<file path="config.mk">
export PLATFORM = sky130hd
export DESIGN_NAME = asynchronous_fifo_stream_reader
export DESIGN_NICKNAME = d
export VERILOG_FILES = /design/src/rtl/asynchronous_fifo_stream_reader_pkg.sv /design/src/rtl/asynchronous_fifo_stream_reader_buffer.sv /design/src/rtl/asynchronous_fifo_stream_reader.sv
export SDC_FILE = /design/constraint.sdc
export NUM_CORES = 1
export LEC_CHECK = 0
export ABC_AREA = 1
export ABC_CLOCK_PERIOD_IN_PS = 1900
export BUFFER_PORTS_ARGS = -buffer_cell sky130_fd_sc_hd__buf_4
export CORE_MARGIN = 4
export CORE_UTILIZATION = 30
export CTS_CLUSTER_DIAMETER = 30
export DETAILED_ROUTE_END_ITERATION = 8
export GPL_TIMING_DRIVEN = 0
export PLACE_DENSITY_LB_ADDON = 0.2
export SETUP_SLACK_MARGIN = 0.2
export SLEW_MARGIN = 20
export SYNTH_ARGS = -nofsm -noshare
export SYNTH_HDL_FRONTEND = slang
export SYNTH_SLANG_ARGS = --single-unit
</file>
<file path="constraint.sdc">
create_clock -name clock -period 1.9 [get_ports clock]
set_clock_uncertainty 0.1 [all_clocks]
set_input_delay 0.19 -clock clock [delete_from_list [all_inputs] [get_ports clock]]
set_output_delay 0.19 -clock clock [all_outputs]
set_load 0.005 [all_outputs]
</file>
<file path="src/rtl/asynchronous_fifo_stream_reader_pkg.sv">
// Shared types for the asynchronous FIFO stream reader: FSM states, the default
// last-flag position and the layout of a buffered word.
package asynchronous_fifo_stream_reader_pkg;

    typedef enum logic {
        PASS    = 1'b0,
        DISCARD = 1'b1
    } state_t;

    localparam int DATA_WIDTH_DEFAULT = 16;
    localparam int LAST_BIT           = DATA_WIDTH_DEFAULT;

    // Matches the FIFO word layout: last-of-frame flag above the payload.
    typedef struct packed {
        logic                          last;
        logic [DATA_WIDTH_DEFAULT-1:0] data;
    } entry_t;

endpackage

</file>
<file path="src/rtl/asynchronous_fifo_stream_reader_buffer.sv">
// Small single-clock register FIFO that absorbs the FIFO read latency.
// Head word is presented combinationally; push and pop may coincide at any fill level.
module stream_reader_buffer #(
    parameter int WIDTH = 17,
    parameter int DEPTH = 4
) (
    input  logic                     clock,
    input  logic                     reset,
    input  logic                     push,
    input  logic [WIDTH-1:0]         push_data,
    input  logic                     pop,
    output logic [WIDTH-1:0]         head,
    output logic [$clog2(DEPTH):0]   occupancy,
    output logic                     empty
);
    localparam int PTR_WIDTH = $clog2(DEPTH);

    logic [WIDTH-1:0]     mem [DEPTH];
    logic [PTR_WIDTH-1:0] wr_ptr;
    logic [PTR_WIDTH-1:0] rd_ptr;

    // Storage carries no reset; validity is tracked by the pointers alone.
    always_ff @(posedge clock) begin
        if (push) begin
            mem[wr_ptr] <= push_data;
        end
    end

    always_ff @(posedge clock) begin
        if (reset) begin
            wr_ptr    <= '0;
            rd_ptr    <= '0;
            occupancy <= '0;
        end else begin
            if (push) begin
                wr_ptr <= wr_ptr + 1'b1;
            end
            if (pop) begin
                rd_ptr <= rd_ptr + 1'b1;
            end
            case ({push, pop})
                2'b10:   occupancy <= occupancy + 1'b1;
                2'b01:   occupancy <= occupancy - 1'b1;
                default: occupancy <= occupancy;
            endcase
        end
    end

    assign head  = mem[rd_ptr];
    assign empty = (occupancy == '0);

endmodule

</file>
<file path="src/rtl/asynchronous_fifo_stream_reader.sv">
// Read-domain stream reader for an asynchronous FIFO: credit-limited read issue, latency
// buffer, valid/ready output and head-frame discard. ASYNCHRONOUS_FIFO_STREAM_READER_STATS_EN
// enables the frame/drop counters; without it both counter outputs read 0.
//
//   state   | meaning
//   PASS    | buffer head is offered on the output stream
//   DISCARD | head words are popped unseen until a last-of-frame word leaves
module asynchronous_fifo_stream_reader
    import asynchronous_fifo_stream_reader_pkg::*;
#(
    parameter int DATA_WIDTH   = 16,
    parameter int READ_LATENCY = 1,
    parameter int BUFFER_DEPTH = 4,
    parameter int COUNT_WIDTH  = 16
) (
    input  logic                   clock,
    input  logic                   reset,
    input  logic                   fifo_empty,
    input  logic [DATA_WIDTH:0]    fifo_read_data,
    input  logic                   fifo_read_data_valid,
    output logic                   fifo_read_enable,
    output logic [DATA_WIDTH-1:0]  output_data,
    output logic                   output_last,
    output logic                   output_valid,
    input  logic                   output_ready,
    input  logic                   drop_frame,
    output logic [COUNT_WIDTH-1:0] frame_count,
    output logic [COUNT_WIDTH-1:0] drop_count,
    output logic                   busy
);
    localparam int OCC_WIDTH = $clog2(BUFFER_DEPTH) + 1;

    logic [READ_LATENCY-1:0] issued;
    logic [OCC_WIDTH-1:0]    inflight;
    logic [OCC_WIDTH-1:0]    occupancy;
    logic [OCC_WIDTH:0]      credit_used;
    logic                    buffer_empty;
    logic [DATA_WIDTH:0]     head;
    logic                    head_last;
    logic                    transfer;
    logic                    pop;
    state_t                  state;

    always_comb begin
        inflight = '0;
        for (int i = 0; i < READ_LATENCY; i++) begin
            inflight = inflight + OCC_WIDTH'(issued[i]);
        end
    end

    // Credits ignore a same-cycle pop, so a word in flight always has a slot waiting.
    assign credit_used      = {1'b0, occupancy} + {1'b0, inflight};
    assign fifo_read_enable = !reset && !fifo_empty
                              && (credit_used < (OCC_WIDTH + 1)'(BUFFER_DEPTH));

    // A slot that shifts out without a returned word just releases its credit.
    always_ff @(posedge clock) begin
        if (reset) begin
            issued <= '0;
        end else begin
            issued <= READ_LATENCY'({issued, fifo_read_enable});
        end
    end

    stream_reader_buffer #(
        .WIDTH (DATA_WIDTH + 1),
        .DEPTH (BUFFER_DEPTH)
    ) u_buffer (
        .clock     (clock),
        .reset     (reset),
        .push      (fifo_read_data_valid),
        .push_data (fifo_read_data),
        .pop       (pop),
        .head      (head),
        .occupancy (occupancy),
        .empty     (buffer_empty)
    );

    assign head_last    = head[DATA_WIDTH];
    assign output_valid = !buffer_empty && (state == PASS);
    assign output_data  = buffer_empty ? '0 : head[DATA_WIDTH-1:0];
    assign output_last  = !buffer_empty && head_last;
    assign transfer     = output_valid && output_ready;
    assign pop          = transfer || ((state == DISCARD) && !buffer_empty);
    assign busy         = !buffer_empty || (inflight != '0) || (state == DISCARD);

    always_ff @(posedge clock) begin
        if (reset) begin
            state <= PASS;
        end else begin
            case (state)
                PASS: begin
                    if (drop_frame) begin
                        state <= DISCARD;
                    end
                end
                DISCARD: begin
                    if (!buffer_empty && head_last) begin
                        state <= PASS;
                    end
                end
                default: state <= PASS;
            endcase
        end
    end

`ifdef ASYNCHRONOUS_FIFO_STREAM_READER_STATS_EN
    always_ff @(posedge clock) begin
        if (reset) begin
            frame_count <= '0;
            drop_count  <= '0;
        end else begin
            if (transfer && head_last) begin
                frame_count <= frame_count + 1'b1;
            end
            if ((state == DISCARD) && !buffer_empty && head_last) begin
                drop_count <= drop_count + 1'b1;
            end
        end
    end
`else
    assign frame_count = '0;
    assign drop_count  = '0;
`endif

endmodule

</file>
==> impl_metrics.py, run 1 <==
metrics = {
    "outcome": {
        "status": "finished clean",
    },
    "placement": {
        "hpwlAfterDp_um": 4840,
        "place.gp.congestion": 0.725,
        "place_ws_ns": 0.0699,
        "io_buffer_count": 42,
    },
    "critical_path": {
        "cp.arrival_ns": 1.48,
        "crit_family": "buffers and inverters",
        "critPathRequiredTime_ns": 1.61,
        "worstSetupStartpointType": "flop",
        "crit_chain": "clkbuf_16 > clkbuf_16 > nor2_1 > nor2_1 > o21ai_1 > a21oi_1 > buf_4",
        "crit_path_end_kind": "output pin",
        "crit_type": "flop to output pin",
        "critPathSlowestCell": "dfxtp_4",
        "cp_num_buf_inv": 3,
        "crit_path_max_fanout": 5,
        "slowest_delay_ns": 0.37,
    },
    "floorplanning": {
        "ios": 75,
        "core_mm2": 0.0114,
        "start_util": 0.306,
        "die_w_um": 116,
        "die-area_mm2": 0.0134,
        "fp.dieH_um": 116,
        "rows": 39,
    },
    "finish": {
        "seq_area_mm2": 0.00227,
        "layout.nets": 466,
        "antenna_cells": 0,
        "area_growth_pct": 47.4,
        "utilization": 0.451,
        "drive_gt1_frac": 0.367,
        "multiInputGateArea_mm2": 0.00103,
        "n_fill_cell": 1065,
    },
    "sta": {
        "hold_viol_final": 0,
        "rsz0062_at_grt": "true",
        "min_period_over_period": 0.932,
        "final.setup.worst_slack_ns": 0.129,
        "setup_violations": 0,
        "setup_tns_ns": 0,
        "fmax_mhz": 565,
        "layout_min_cycle_time_ns": 1.77,
        "maxSlewViolCount": 0,
        "holdWs_ns": 0.0542,
    },
    "logic_synthesis": {
        "synth-warning-count": 0,
        "netlist_area_mm2": 0.00348,
        "seq_area_frac_synth": 0.650,
        "ys_seq_elements": 79,
        "synthDistinctLibCells": 23,
        "synthTopCellsByArea": "edfxtp_1, nor2_1, buf_4, dfxtp_1, o21ai_1",
        "post_synth.cell_area_avg_um2": 11.1,
        "netlist_instances": 312,
        "yosysMostFrequentCell": "nor2_1",
        "synth_common_cells": "nor2_1, edfxtp_1, buf_4, o21ai_1, a21oi_1",
        "async_flop_share": 0,
        "synth_top_cell_by_area": "edfxtp_1",
        "synth-edff-count": 68,
        "synth_top_flop_cell": "edfxtp_1",
        "synth.top_cell.area_share": 0.587,
    },
    "detailed_routing": {
        "postRouteAntennaNets": 0,
        "routed_via_density": 4.19,
        "first_pass_iters": 4,
        "finalWirelength_um": 8030,
        "wl_per_cell_um": 13.7,
        "drt_iter0_markers": 86,
        "num_vias": 2454,
        "drcViolationCount": 0,
    },
    "power": {
        "vdd_drop_max_v": 0.000502,
        "leakagePower_uw": 0.00209,
        "total_power_uw": 6730,
        "p_per_area_mw_per_mm2": 1310,
    },
    "global_route": {
        "grt_pass1_wl_um": 11700,
        "grt_use_total": 0.117,
        "grt_pass1_vias": 2246,
        "antenna_found_initial": 0,
        "grt-ovfl-total": 0,
        "grt_max_degree": 18,
    },
    "clock_network": {
        "htreeDepth": 3,
        "numClockSinks": 79,
        "insertion_delay_ns": 0.33,
        "cts_buffers": 9,
        "path_clk_slew_ns": 0.06,
        "cts_tree": "done",
        "clk_path_buf_depth": 2,
        "root_buffer": "clkbuf_16",
    },
    "job": {
        "drv_cap": 0,
    },
    "min_path": {
        "hold_path_class": "input port to flop",
    },
}
routing by layer:
layer | vias to the layer above | wire, µm | global-route usage
met2 | 68 | 3870 | 0.196
met1 | 1129 | 3540 | 0.144
met4 | 0 | 159 | 0.0526
met5 | - | 0 | 0
li1 | 1245 | - | -
met3 | 12 | 460 | 0.0261
area by class of cell:
| cell class | count | area share |
|---|---|---|
| Timing Repair Buffer | 83 | 0.164 |
| Buffer | 43 | 0.0781 |
| Multi-Input combinational cell | 200 | 0.201 |
| Clock buffer | 9 | 0.0439 |
| Tap cell | 143 | 0.0349 |
| Sequential cell | 79 | 0.443 |
| Inverter | 21 | 0.0237 |
| Clock inverter | 7 | 0.0120 |
cell usage in the layout (no fill, tap or decap), types with 2 or more instances in the layout:
| cell | netlist | final |
|---|---|---|
| nand2_1 | 19 | 15 |
| inv_1 | 16 | 9 |
| nand3_4 | 0 | 2 |
| nor3_1 | 2 | 2 |
| dfxtp_2 | 0 | 5 |
| o21ai_0 | 7 | 6 |
| buf_4 | 33 | 84 |
| nor2_4 | 0 | 2 |
| dfxtp_1 | 11 | 5 |
| inv_4 | 2 | 6 |
| buf_6 | 4 | 4 |
| nand2_4 | 0 | 2 |
| clkinvlp_4 | 0 | 6 |
| o21ai_2 | 0 | 2 |
| ha_1 | 5 | 4 |
| nand2_2 | 0 | 2 |
| o21ai_1 | 30 | 29 |
| edfxtp_1 | 68 | 68 |
| buf_8 | 2 | 6 |
| buf_12 | 0 | 5 |
| dlygate4sd3_1 | 0 | 20 |
| a21oi_1 | 23 | 15 |
| conb_1 | 1 | 32 |
| inv_6 | 0 | 3 |
| a21oi_2 | 0 | 7 |
| nor2_1 | 75 | 72 |
| clkbuf_16 | 0 | 16 |
tightest hold or removal path, delay by kind of cell:
family / cells / cell delay, ns
buffers and inverters: 2 / 0.11
AND/OR/NAND/NOR: 3 / 0.15
sequential cells by signal (all words and copies together) (netlist names), named ones only:
name                count
u_buffer.mem           68
u_buffer.wr_ptr         2
state                   1
u_buffer.rd_ptr         2
issued                  1
u_buffer.occupancy      3
worst paths after layout:
| kind | start | depth (start not counted) | to | slack [ns] |
|---|---|---|---|---|
| max | flop | 7 | output_data[6] | 0.13 |
| min | drop_frame | 5 | state$_SDFF_PP0_ | 0.05 |
| max reg2reg | u_buffer.occupancy[1]$_SDFFE_PP0P_ | 12 | u_buffer.occupancy[2]$_SDFFE_PP0P_ | 0.15 |
| min reg2reg | u_buffer.rd_ptr[1]$_SDFFE_PP0N_ | 2 | flop | 0.40 |
report_power, final:
group	switching (µW)	total [µW]	internal, µW	leakage (µW)
combinational	1450	3000	1550	0.00124
sequential	69.8	2100	2030	0.000718
clock	722	1630	909	0.000135
total	2240	6730	4490	0.00209
through the flow:
step / std cells / instance area [µm²]
floorplan: 343 / 3600
global placement: 528 / 4090
detailed placement: 528 / 4090
CTS: 572 / 4720
global route: 585 / 5130
finish: 585 / 5130
repair_timing:
action | 4_1_cts | 5_1_grt
hold buffers | 20 | 0
setup buffers | 8 | 6
endpoints found under the hold margin | 72 | 0
pin swaps | 8 | 23
gates cloned | 0 | 7
setup endpoints to repair | 71 | 89
gates resized for setup | 26 | 43
cells by family (layout without fill, tap and decap cells):
logic type,Yosys count,after routing,synth area share
simple gates,101,101,0.113
flops,79,79,0.650
buf+inv,64,163,0.123
compound gates,60,60,0.0863
fa+ha+maj,6,6,0.0237
other cells,1,32,0.00108
xor+xnor,1,1,0.00252
No activity file was read; power rests on OpenSTA's default activity.
==> run 2: changes to the inputs <==
--- a/config.mk
+++ b/config.mk
@@ -13,7 +13,6 @@
 export CTS_CLUSTER_DIAMETER = 30
 export DETAILED_ROUTE_END_ITERATION = 8
 export GPL_TIMING_DRIVEN = 0
-export PLACE_DENSITY_LB_ADDON = 0.2
 export SETUP_SLACK_MARGIN = 0.2
 export SLEW_MARGIN = 20
 export SYNTH_ARGS = -nofsm -noshare
==> run 2 against run 1 <==
Against the previous run:
- flip-flop and latch count is the same
- critical path depth shrank 1
- sequential share of layout area grew 1.4 points
- first-iteration DRC count grew 29%
- combinational power shrank 7.7%
- total power shrank 4.9%
- clock-buffer cell count is the same
- cell count shrank 1.2%
- highest routed layer unchanged
- register-to-register slack is essentially flat
- worst hold slack gained 0.0048 ns
- sequential power is essentially flat
==> impl_metrics.py, run 2 (synthesis gave the netlist of run 1 again) <==
metrics = {
    "sta": {
        "final.setup.worst_slack_ns": 0.107,
        "maxSlewViolCount": 0,
        "rsz0062_at_grt": "true",
        "fmax_mhz": 558,
        "hold_viol_final": 0,
        "min_period_over_period": 0.944,
        "setup_tns_ns": 0,
        "setup_violations": 0,
        "layout_min_cycle_time_ns": 1.79,
    },
    "global_route": {
        "grtUsageMet2": 0.188,
        "grt_pass1_wl_um": 11400,
        "grt_max_degree": 18,
        "grtUsageMet3": 0.0319,
        "grt_use_total": 0.114,
        "grt_use_met1": 0.144,
        "grt-ovfl-total": 0,
        "gr-max-usage-layer": "met2",
        "antenna_found_initial": 0,
        "grt_pass1_vias": 2280,
    },
    "detailed_routing": {
        "drt_iter0_markers": 111,
        "num_vias": 2444,
        "first_pass_iters": 4,
        "routed_via_density": 4.23,
        "postRouteAntennaNets": 0,
        "finalWirelength_um": 7910,
        "drcViolationCount": 0,
        "wl_per_cell_um": 13.7,
    },
    "floorplanning": {
        "fp.dieH_um": 116,
        "rows": 39,
        "core_mm2": 0.0114,
        "start_util": 0.306,
        "die-area_mm2": 0.0134,
        "ios": 75,
        "die_w_um": 116,
    },
    "critical_path": {
        "crit_type": "flop to output pin",
        "cp.arrival_ns": 1.50,
        "crit_path_max_fanout": 10,
        "crit_chain": "clkbuf_16 > inv_4 > clkbuf_8 > o21ai_1 > a21oi_2 > buf_4",
        "worstSetupStartpointType": "flop",
        "crit_path_end_kind": "output pin",
        "slowest_delay_ns": 0.36,
        "critPathRequiredTime_ns": 1.61,
        "critPathSlowestCell": "dfxtp_4",
    },
    "finish": {
        "utilization": 0.437,
        "drive_gt1_frac": 0.361,
        "antenna_cells": 0,
        "layout.nets": 460,
        "layout_commonest_cell": "buf_4",
        "area_growth_pct": 42.9,
        "final_cell_mix": "buf_4, nor2_1, edfxtp_1, conb_1, o21ai_1",
        "fin_cells": 578,
        "largest_reg_flops": 68,
        "top_regs": "u_buffer.mem x68, u_buffer.occupancy x3",
        "regMostFlops": "u_buffer.mem",
    },
    "outcome": {
        "status": "finished clean",
    },
    "job": {
        "drv_cap": 0,
    },
    "clock_network": {
        "cts_buffers": 9,
        "root_buffer": "clkbuf_16",
        "clk_path_buf_depth": 2,
        "cts_tree": "done",
        "htreeDepth": 3,
        "insertion_delay_ns": 0.33,
        "numClockSinks": 79,
        "path_clk_slew_ns": 0.06,
    },
    "min_path": {
        "hold_path_class": "input port to flop",
    },
    "placement": {
        "place.gp.congestion": 0.736,
        "io_buffer_count": 42,
        "placed_cells": 528,
        "place_ws_ns": 0.0686,
        "hpwlAfterDp_um": 4920,
    },
    "power": {
        "vdd_drop_max_v": 0.000656,
        "total_power_uw": 6400,
        "p_per_area_mw_per_mm2": 1290,
        "leakagePower_uw": 0.00202,
    },
}
## run 2: cell types whose count changed in the layout (fill, tap and decap cells not counted), sizes merged
cell / change
buf: -4
clkbuf: -2
clkinv: +4
clkinvlp: -2
inv: -3
## run 2: metal layers
layer	vias up	wire (µm)
met5	-	0
met4	0	90
met3	10	594
met2	83	3720
met1	1127	3500
li1	1224	-
## run 2: path summary, 6_finish.rpt
check	startpoint	end	slack, ns	cells past startpoint
worst max-delay path	flop	output_data[8]	0.11	6
worst min-delay path	drop_frame	state$_SDFF_PP0_	0.06	5
worst max register to register	u_buffer.occupancy[0]$_SDFFE_PP0P_	u_buffer.occupancy[2]$_SDFFE_PP0P_	0.15	12
worst min register to register	u_buffer.rd_ptr[1]$_SDFFE_PP0N_	flop	0.40	2
## run 2: metrics by stage
stage	hold slack (ns)	area [µm²]
floorplan	0.162	3600
global placement	0.265	4090
detailed placement	0.282	4090
CTS	0.0495	4700
global route	0.0655	4970
finish	0.0589	4970
## run 2: cell type report
| cell class | count | area (µm²) |
|---|---|---|
| Fill cell | 1057 | 6400 |
| Timing Repair Buffer | 77 | 736 |
| Tap cell | 143 | 179 |
| Multi-Input combinational cell | 200 | 1020 |
| Clock inverter | 6 | 37.5 |
| Sequential cell | 79 | 2270 |
| Buffer | 43 | 392 |
| Clock buffer | 9 | 225 |
| Inverter | 21 | 111 |
## run 2: report_power, final
group / internal (µW) / switching, µW
Clock: 873 / 646
Sequential: 2030 / 76.0
Combinational: 1370 / 1400
Total: 4280 / 2120
## run 2: what timing repair did
action | in CTS | in global routing
gates resized for setup | 30 | 30
buffers inserted | 7 | 4
endpoints found under the hold margin | 72 | 0
cloned | 0 | 4
pin swaps | 10 | 15
setup endpoints to repair | 71 | 89
hold buffers | 20 | 0
## run 2: worst max-delay path: cells and delay by family (launching register included)
kind | cells | cell delay, ns
AO/OA/AOI/OAI | 2 | 0.25
buffers and inverters | 4 | 0.55
flip-flops | 1 | 0.36
